**src/rtl/bf_loader_pkg.sv**
```systemverilog
// Shared constants for the brainfuck program loader:
// opcodes, error codes, FSM states and command characters.
package bf_loader_pkg;

  localparam logic [2:0] OP_INC   = 3'b000;
  localparam logic [2:0] OP_DEC   = 3'b001;
  localparam logic [2:0] OP_RIGHT = 3'b010;
  localparam logic [2:0] OP_LEFT  = 3'b011;
  localparam logic [2:0] OP_LOOP  = 3'b100;
  localparam logic [2:0] OP_END   = 3'b101;
  localparam logic [2:0] OP_OUT   = 3'b110;
  localparam logic [2:0] OP_IN    = 3'b111;

  localparam logic [2:0] ERR_NONE            = 3'd0;
  localparam logic [2:0] ERR_PRG_FULL        = 3'd1;
  localparam logic [2:0] ERR_NEST_OVF        = 3'd2;
  localparam logic [2:0] ERR_UNMATCHED_CLOSE = 3'd3;
  localparam logic [2:0] ERR_UNMATCHED_OPEN  = 3'd4;
  localparam logic [2:0] ERR_EMPTY           = 3'd5;

  typedef enum logic [1:0] {
    ST_LOAD,
    ST_DONE,
    ST_ERROR
  } state_t;

  localparam logic [7:0] CH_INC   = 8'h2B;
  localparam logic [7:0] CH_DEC   = 8'h2D;
  localparam logic [7:0] CH_RIGHT = 8'h3E;
  localparam logic [7:0] CH_LEFT  = 8'h3C;
  localparam logic [7:0] CH_LOOP  = 8'h5B;
  localparam logic [7:0] CH_END   = 8'h5D;
  localparam logic [7:0] CH_OUT   = 8'h2E;
  localparam logic [7:0] CH_IN    = 8'h2C;

endpackage

```
**src/rtl/bf_char_decoder.sv**
```systemverilog
// Combinational source-byte classifier.
// chr -> is_cmd, opcode, is_open ('['), is_close (']').
module bf_char_decoder
  import bf_loader_pkg::*;
(
  input  logic [7:0] chr,
  output logic       is_cmd,
  output logic [2:0] opcode,
  output logic       is_open,
  output logic       is_close
);

  always_comb begin
    is_cmd = 1'b1;
    opcode = OP_INC;
    unique case (chr)
      CH_INC:   opcode = OP_INC;
      CH_DEC:   opcode = OP_DEC;
      CH_RIGHT: opcode = OP_RIGHT;
      CH_LEFT:  opcode = OP_LEFT;
      CH_LOOP:  opcode = OP_LOOP;
      CH_END:   opcode = OP_END;
      CH_OUT:   opcode = OP_OUT;
      CH_IN:    opcode = OP_IN;
      default:  is_cmd = 1'b0;
    endcase
    is_open  = is_cmd && (opcode == OP_LOOP);
    is_close = is_cmd && (opcode == OP_END);
  end

endmodule

```
**src/rtl/bf_program_loader.sv**
```systemverilog
// Loads brainfuck source into program memory, checks brackets/capacity.
// Ports: byte stream in (valid/ready/last), restart, memory write, status.
module bf_program_loader
  import bf_loader_pkg::*;
#(
  parameter int PRGMEM_ADDR_WIDTH = 8,
  parameter int INSTR_WIDTH       = 3,
  parameter int STACK_ADDR_WIDTH  = 4
) (
  input  logic                         clock,
  input  logic                         reset_n,
  input  logic                         i_valid,
  output logic                         o_ready,
  input  logic [7:0]                   i_byte,
  input  logic                         i_last,
  input  logic                         i_restart,
  output logic                         o_prgmem_we,
  output logic [PRGMEM_ADDR_WIDTH-1:0] o_prgmem_addr,
  output logic [INSTR_WIDTH-1:0]       o_prgmem_data,
  output logic [PRGMEM_ADDR_WIDTH:0]   o_prg_len,
  output logic                         o_done,
  output logic [2:0]                   o_error,
  output logic                         o_cpu_run
);

  localparam int AW = PRGMEM_ADDR_WIDTH;
  localparam int CW = PRGMEM_ADDR_WIDTH + 1;
  localparam int DW = STACK_ADDR_WIDTH + 1;
  localparam logic [CW-1:0] CAP  = {1'b1, {AW{1'b0}}};
  localparam logic [DW-1:0] DMAX = {1'b1, {STACK_ADDR_WIDTH{1'b0}}};

  state_t state, state_n;
  logic [CW-1:0] count, count_n;
  logic [DW-1:0] depth, depth_n;
  logic [2:0] err, err_n, fault;
  logic we, we_n;
  logic [AW-1:0] addr, addr_n;
  logic [INSTR_WIDTH-1:0] data, data_n;
  logic done, done_n;

  logic is_cmd, is_open, is_close;
  logic [2:0] opcode;

  bf_char_decoder u_dec (
    .chr      (i_byte),
    .is_cmd   (is_cmd),
    .opcode   (opcode),
    .is_open  (is_open),
    .is_close (is_close)
  );

  always_ff @(posedge clock) begin
    if (!reset_n) begin
      state <= ST_LOAD;
      count <= '0;
      depth <= '0;
      err   <= ERR_NONE;
      we    <= 1'b0;
      addr  <= '0;
      data  <= '0;
      done  <= 1'b0;
    end else begin
      state <= state_n;
      count <= count_n;
      depth <= depth_n;
      err   <= err_n;
      we    <= we_n;
      addr  <= addr_n;
      data  <= data_n;
      done  <= done_n;
    end
  end

  always_comb begin
    state_n = state;
    count_n = count;
    depth_n = depth;
    err_n   = err;
    we_n    = 1'b0;
    addr_n  = addr;
    data_n  = data;
    fault   = ERR_NONE;
    // Run lags DONE by a cycle so the final write lands first.
    done_n  = (state == ST_DONE) && !i_restart;
    unique case (state)
      ST_LOAD: begin
        if (i_valid) begin
          if (is_cmd) begin
            if (count == CAP)
              fault = ERR_PRG_FULL;
            else if (is_open && depth == DMAX)
              fault = ERR_NEST_OVF;
            else if (is_close && depth == '0)
              fault = ERR_UNMATCHED_CLOSE;
            else begin
              we_n    = 1'b1;
              addr_n  = count[AW-1:0];
              data_n  = INSTR_WIDTH'(opcode);
              count_n = count + CW'(1);
              if (is_open)  depth_n = depth + DW'(1);
              if (is_close) depth_n = depth - DW'(1);
            end
          end
          // End checks see the state after this byte.
          if (fault == ERR_NONE && i_last) begin
            if (depth_n != '0)
              fault = ERR_UNMATCHED_OPEN;
            else if (count_n == '0)
              fault = ERR_EMPTY;
          end
          if (fault != ERR_NONE) begin
            state_n = ST_ERROR;
            err_n   = fault;
          end else if (i_last) begin
            state_n = ST_DONE;
          end
        end
      end
      ST_DONE, ST_ERROR: begin
        if (i_restart) begin
          state_n = ST_LOAD;
          count_n = '0;
          depth_n = '0;
          err_n   = ERR_NONE;
        end
      end
      default: state_n = ST_LOAD;
    endcase
  end

  assign o_ready       = (state == ST_LOAD);
  assign o_prgmem_we   = we;
  assign o_prgmem_addr = addr;
  assign o_prgmem_data = data;
  assign o_prg_len     = count;
  assign o_done        = done;
  assign o_cpu_run     = done;
  assign o_error       = err;

endmodule
```
**config.mk**
```make
export PLATFORM = sky130hd
export DESIGN_NAME = bf_program_loader
export DESIGN_NICKNAME = d
export VERILOG_FILES = /design/src/rtl/bf_loader_pkg.sv /design/src/rtl/bf_char_decoder.sv /design/src/rtl/bf_program_loader.sv
export SDC_FILE = /design/constraint.sdc
export NUM_CORES = 1
export LEC_CHECK = 0
export ABC_AREA = 1
export CORE_MARGIN = 5
export CORE_UTILIZATION = 30
export DETAILED_ROUTE_END_ITERATION = 16
export SLEW_MARGIN = 20
export SYNTH_ARGS = -nofsm -noshare
export SYNTH_HDL_FRONTEND = slang
export SYNTH_SLANG_ARGS = --single-unit
export TNS_END_PERCENT = 5
```
**constraint.sdc**
```tcl
create_clock -name clock -period 3.2 [get_ports clock]
set_input_delay 0.32 -clock clock [delete_from_list [all_inputs] [get_ports clock]]
set_output_delay 0.32 -clock clock [all_outputs]
set_load 0.01 [all_outputs]
```
* After elaboration in Yosys (flattened, before gate mapping)
Cells that the tools add are included.
Widths: inputs -> output; s select.
** Cells by class
- Add/subtract/negate cells :: 3
- Equality and inequality tests :: 18
- Multiplexer cells :: 43
- Bitwise gates (word level) :: 7
- Reductions and logical operators :: 21
** Operator list (count)
- $mux 9 :: 8
- $mux 5 :: 10
- $eq 8x6->1 const B :: 6
- $mux 3 :: 10
- $pmux 3 s7 :: 1
- $pmux 9 s2 :: 1
- $eq 8x7->1 const B :: 2
- $mux 2 :: 8
- $pmux 5 s2 :: 1
- $add 9x1->9 const B :: 1
- $eq 9x9->1 const B :: 1
- $logic_not 9->1 :: 1
- $reduce_or 8->1 :: 1
- $not 1->1 :: 7
- $eq 3x3->1 const B :: 2
- $logic_and 1x1->1 :: 6
- $pmux 3 s2 :: 1
- $reduce_and 3->1 :: 2
- $reduce_and 6->1 :: 1
- $reduce_or 6->1 :: 1
- $add 5x1->5 const B :: 1
- $eq 5x5->1 const B :: 1
- $logic_not 5->1 :: 1
- $reduce_bool 5->1 :: 1
- 15 further kinds :: 17
** Storage, ports and cells
- Register bits :: 32
- Output and inout bits :: 27
- Logic and storage cells :: 100

* Logic depth before layout (Yosys ltp)
- Depth after elaboration :: 21
- Gate-level depth with buffers :: 22
- Depth with buffers taken out :: 21

* Cells and area by module
A second synthesis with hierarchy kept.
** Second synthesis, totals
- Cell total of the unflattened synthesis :: 333
- Area, all modules :: 2114.5 µm²
** By module, submodules not included
- bf_program_loader :: instances 1, cells an instance 302, area an instance 1971.9 µm², seq. area each 640.6 µm²
- bf_char_decoder :: instances 1, cells an instance 31, area an instance 142.6 µm², seq. area each 0.0 µm²

* Worst setup path before layout
Ideal clock, no wire load.
- Path type :: register to register
- Start point :: register depth[0]
- End point :: register err[0] (netlist: o_error[0])
- Arrival :: 2.165 ns
- Required time :: 3.087 ns
- Slack :: 0.922 ns
- Cell stages (with the launch flop) :: 21
- Period minus slack after synthesis :: 2.278 ns
- Cells stage by stage :: dfxtp_1 > inv_1 > ha_1 > nand2_1 > inv_2 > nand2_1 > nor2_4 > nor2_4 > nand3_4 > inv_2 > nand2_1 > nand2_1 > nand4_1 > nor2_2 > nand2_2 > a21oi_4 > nand3_4 > nand2_4 > nand2_1 > nand2_1 > nor2_1
** Between the ends
- Longest elaborated chain between the ends :: 17
- Elaborated cells on any way between the ends :: 41
** Ends and longest elaborated chain
- from (decl) :: line bf_program_loader.sv:34 : logic [DW-1:0] depth, depth_n;
- from (signal assigned) :: line bf_program_loader.sv:65 : depth <= depth_n;
- $add 5x1->5 / $logic_not 5->1 (equally long branches) :: line bf_program_loader.sv:100, bf_program_loader.sv:93
- $mux 5 / $logic_and 1x1->1 (equally long branches) :: line bf_program_loader.sv:100, bf_program_loader.sv:93
- $mux 5 / $mux 9 (equally long branches) :: line bf_program_loader.sv:101, bf_program_loader.sv:93
- $mux 5 / $mux 9 (equally long branches) :: line bf_program_loader.sv:93, bf_program_loader.sv:91
- $mux 5 / $mux 9 (equally long branches) :: line bf_program_loader.sv:91, bf_program_loader.sv:89
- $mux 5 / $mux 9 (equally long branches) :: line bf_program_loader.sv:89, bf_program_loader.sv:88
- $mux 5 / $mux 9 (equally long branches) :: line bf_program_loader.sv:88, bf_program_loader.sv:87
- $mux 5 / $mux 9 (equally long branches) :: line bf_program_loader.sv:87, bf_program_loader.sv:85
- $mux 5 / $logic_not 9->1 (equally long branches) :: line bf_program_loader.sv:85, bf_program_loader.sv:108
- $reduce_bool 5->1 / $mux 3 (equally long branches) :: line bf_program_loader.sv:106, bf_program_loader.sv:108
- $mux 3 :: line bf_program_loader.sv:106 : if (depth_n != '0)
- $mux 3 * :: line bf_program_loader.sv:105 : if (fault == ERR_NONE && i_last) begin
- $mux 3 * :: line bf_program_loader.sv:87 : if (i_valid) begin
- $mux 3 * :: line bf_program_loader.sv:85 : unique case (state)
- $reduce_bool 3->1 / $mux 3 (equally long branches) :: line bf_program_loader.sv:111 : if (fault != ERR_NONE) begin
- $ne 2x1->1 (no source line) / $mux 3 (equally long branches)
- $reduce_and 4->1 (no source line) / $pmux 3 s2 (equally long branches)
- to (signal assigned) :: line bf_program_loader.sv:66 : err <= err_n;
- to (decl) :: line bf_program_loader.sv:35 : logic [2:0] err, err_n, fault;
Mark *: on every way between the ends. The rest lies on a longest branch, timed or not. The select of a mux whose other input is x is not followed.
A chain may end at the register's enable or synchronous reset.

* Worst setup path in the final report
Ends and elaborated chain as after synthesis.

==> flow_metrics.py <==
metrics = {
    "global_route": {
        "grtUsageMet3_pct": 3.46,
        "use_met2_pct": 22.6,
        "grt_start_max_net_pins": 21,
        "use_met1_pct": 17.1,
        "grt_pass1_wl_mm": 11.1,
        "grt_pass1_vias": 2346,
        "gr-total-overflow": 0,
        "antenna_found_initial": 0,
        "grt_usage_pct": 13.5,
        "grt_most_used_layer": "met2",
    },
    "clock_tree": {
        "numCtsBuffers": 5,
        "postCtsSetupRepairBufs": 0,
        "cts_tree": "built",
        "clk_pin_slew_ns": 0.07,
        "post_cts_resized": 0,
        "clock_sinks": 32,
        "cts_max_level": 2,
        "cts.path.max_buffers": 2,
        "clock_latency_ns": 0.30,
        "cts_hold_buf": 0,
        "root_buffer": "clkbuf_8",
    },
    "detailed_routing": {
        "ant_nets": 0,
        "wire_per_inst_um": 12.2,
        "vias_per_cell": 4.69,
        "drc": 0,
        "drt_wl_total_mm": 6.54,
        "drt-pass1-iter-count": 4,
        "drt-initial-drc-count": 140,
        "vias": 2521,
    },
    "sta": {
        "fin_skew_ns": 0.00976,
        "clock.fmax_mhz": 368,
        "relSlewSlack_pct": 44.6,
        "setup_viol": 0,
        "fin_crit_sh_pct": 84.9,
        "fin_crit_ns": 2.72,
        "finalHoldViolCount": 0,
        "slew_violations": 0,
        "setup_tns_ns": 0,
        "worst_slew_pin_slew_ns": 0.828,
        "rsz0062_at_grt": "no",
    },
    "critical_path": {
        "worstSetupPathDepth": 20,
        "crit_start": "depth[0]$_SDFFE_PN0P_",
        "cp_common_cell": "nand2_1",
        "path_delay_family": "simple AND/OR/NAND/NOR gates",
        "critPathSlowestCell": "dfxtp_1",
        "crit_arrival_ns": 2.90,
        "slowest_delay_ns": 0.47,
        "critPathMaxFanout": 8,
        "path_class": "reg -> reg",
        "reg2reg_to": "o_error[0]$_SDFFE_PN0P_",
        "critPathBufInv": 3,
        "endpoint": "o_error[0]$_SDFFE_PN0P_",
        "worstSetupStartpointType": "flip-flop",
        "crit_chain": "inv_1 -> ha_1 -> nand2_1 -> inv_2 -> nand2_1 -> nor2_4 -> nor2_4 -> nand3_4 -> inv_2 -> nand2_1 -> nand2_1 -> nand4_1 -> nor2_2 -> nand2_2 -> a21oi_4 -> nand3_4 -> nand2_4 -> nand2_1 -> nand2_1 -> nor2_1",
        "cp-end-kind": "flip-flop",
        "rr_worst_depth": 20,
        "rrSetupSlack_ns": 0.48,
        "regToRegStartpoint": "depth[0]$_SDFFE_PN0P_",
        "worstPathRequired_ns": 3.39,
    },
    "logic_synthesis": {
        "synth_top_family_by_area": "simple AND/OR/NAND/NOR gates",
        "synth_warnings": 0,
        "synth-xor-area-share_pct": 1.43,
        "synthMuxAreaShare_pct": 0,
        "synth_compound_area_share_pct": 12.3,
        "syn-num-nets": 414,
        "syn_area_per_cell_um2": 6.22,
        "synthSimpleGateAreaFrac_pct": 46.6,
        "syn_inst": 395,
        "ys_seq_area_share_pct": 26.1,
        "synth.distinct_cells": 32,
        "ys_ff_latch": 32,
        "synthAdderAreaFrac_pct": 3.06,
        "syn_area_um2": 2460,
    },
    "finish": {
        "fillers": 884,
        "fin_nets": 450,
        "final_cell_area_um2": 3040,
        "area_growth_pct": 23.8,
        "num_antenna_cells": 0,
        "drive_gt1_share_pct": 13.4,
        "final_cells": 537,
    },
    "power_and_ir_drop": {
        "powerDensity_nw_per_um2": 420,
        "vdd_drop_max_v": 0.000232,
        "p_leak_uw": 0.00136,
    },
    "die": {
        "die_w_um": 100,
        "die_area_um2": 10100,
        "rows": 33,
        "core-area_um2": 8090,
        "die_h_um": 100,
        "num_io_pins": 40,
        "start_util_pct": 30.3,
    },
    "job": {
        "timing.max_cap.violations": 0,
    },
    "place": {
        "portBuffers": 39,
        "dp_hpwl_mm": 5.03,
        "placed_area_um2": 2920,
        "dp.cells": 529,
        "place.gp.congestion": 0.913,
    },
    "hold_path": {
        "min_path_type": "reg -> reg",
    },
    "status": {
        "outcome": "finished clean",
    },
}
[power by group]
part	total, uW	switching, uW	internal [uW]
Clock	437	163	275
Sequential	433	12.2	421
Combinational	407	269	137
Total	1280	444	833
[placed cells by master (no fill, tap or decap), drive strengths merged]
| cell | synthesis | routed |
|---|---|---|
| nand3 | 26 | 26 |
| nor2 | 50 | 50 |
| nand2 | 147 | 147 |
| o21ai | 17 | 17 |
| or2 | 3 | 3 |
| dfxtp | 32 | 32 |
| ha | 6 | 6 |
| clkbuf | 5 | 7 |
| nor3 | 3 | 3 |
| inv | 46 | 46 |
| xor2 | 3 | 3 |
| xnor2 | 1 | 1 |
| bufinv | 0 | 1 |
| a21oi | 36 | 36 |
| o211ai | 1 | 1 |
| nand4 | 11 | 11 |
| clkdlybuf4s50 | 0 | 39 |
| buf | 8 | 3 |
[worst reg2reg max path, delay by kind of cell, from the launching register on]
family                     cells  cell delay (ns)
AOI/OAI and AO/OA              1             0.17
and+or+nand+nor               15             1.47
buffers and inverters          3             0.26
adders and majority gates      1             0.24
DFF                            1             0.47
[logic make-up (layout without fill, tap and decap cells)]
family / count (synthesis) / in the layout
compound gates: 54 / 54
xor+xnor: 4 / 4
fa+ha+maj: 6 / 6
buf+inv: 59 / 96
flops: 32 / 32
simple gates: 240 / 240
[registers in the layout, indices dropped and copies added, names as in the netlist]
| name | flops |
|---|---|
| o_prgmem_addr | 8 |
| state | 2 |
| o_prgmem_data | 3 |
| o_prg_len | 9 |
| o_error | 3 |
| o_cpu_run | 1 |
| depth | 5 |
| o_prgmem_we | 1 |
[cell type report]
cell class / count / area, um2 / share of cell area [%]
timing repair buffer: 42 / 413 / 13.6
inverter: 46 / 173 / 5.68
clock inverter: 1 / 30.0 / 0.987
sequential: 32 / 641 / 21.1
multi-input combinational: 304 / 1560 / 51.2
clock buffer: 7 / 96.3 / 3.17
tap: 105 / 131 / 4.32
[stage by stage]
stage                     hold WS, ns  utilization (%)  total power, uW  worst slack, ns
after floorplan                 0.392                -              723            0.922
after global placement          0.454             36.0              847            0.325
after detailed placement        0.458             36.0              852            0.293
after CTS                       0.471             37.6             1290            0.467
after global routing            0.488             37.6             1360            0.231
final                           0.467             37.6             1280            0.482
[routing by layer]
layer / wire, um / vias to the layer above
met5: 0 / -
li1: - / 1324
met1: 3090 / 1138
met4: 89 / 0
met3: 326 / 9
met2: 3030 / 50
[worst min path at each step]
stage               slack [ns]                       endpoint                     startpoint  depth (start not counted)
floorplan                 0.39           o_cpu_run$_SDFF_PN0_                      i_restart                          1
global placement          0.45          state[1]$_SDFFE_PN0P_          state[1]$_SDFFE_PN0P_                          2
detailed placement        0.46  o_prgmem_data[1]$_SDFFE_PN0P_  o_prgmem_data[1]$_SDFFE_PN0P_                          2
CTS                       0.47          state[1]$_SDFFE_PN0P_          state[1]$_SDFFE_PN0P_                          2
global route              0.49          state[1]$_SDFFE_PN0P_          state[1]$_SDFFE_PN0P_                          2
finish                    0.47          state[1]$_SDFFE_PN0P_          state[1]$_SDFFE_PN0P_                          2
[Yosys cell counts (all sizes together)]
cell type / count / area, um2
o211ai: 1 / 7.51
nand2: 147 / 613
nor2: 50 / 269
or2: 3 / 18.8
xor2: 3 / 26.3
nand4: 11 / 68.8
clkbuf: 5 / 18.8
inv: 46 / 173
nand3: 26 / 160
nor3: 3 / 15.0
a21oi: 36 / 203
o21ai: 17 / 92.6
xnor2: 1 / 8.76
ha: 6 / 75.1
dfxtp: 32 / 641
buf: 8 / 66.3
(Power assumes the default switching activity.)
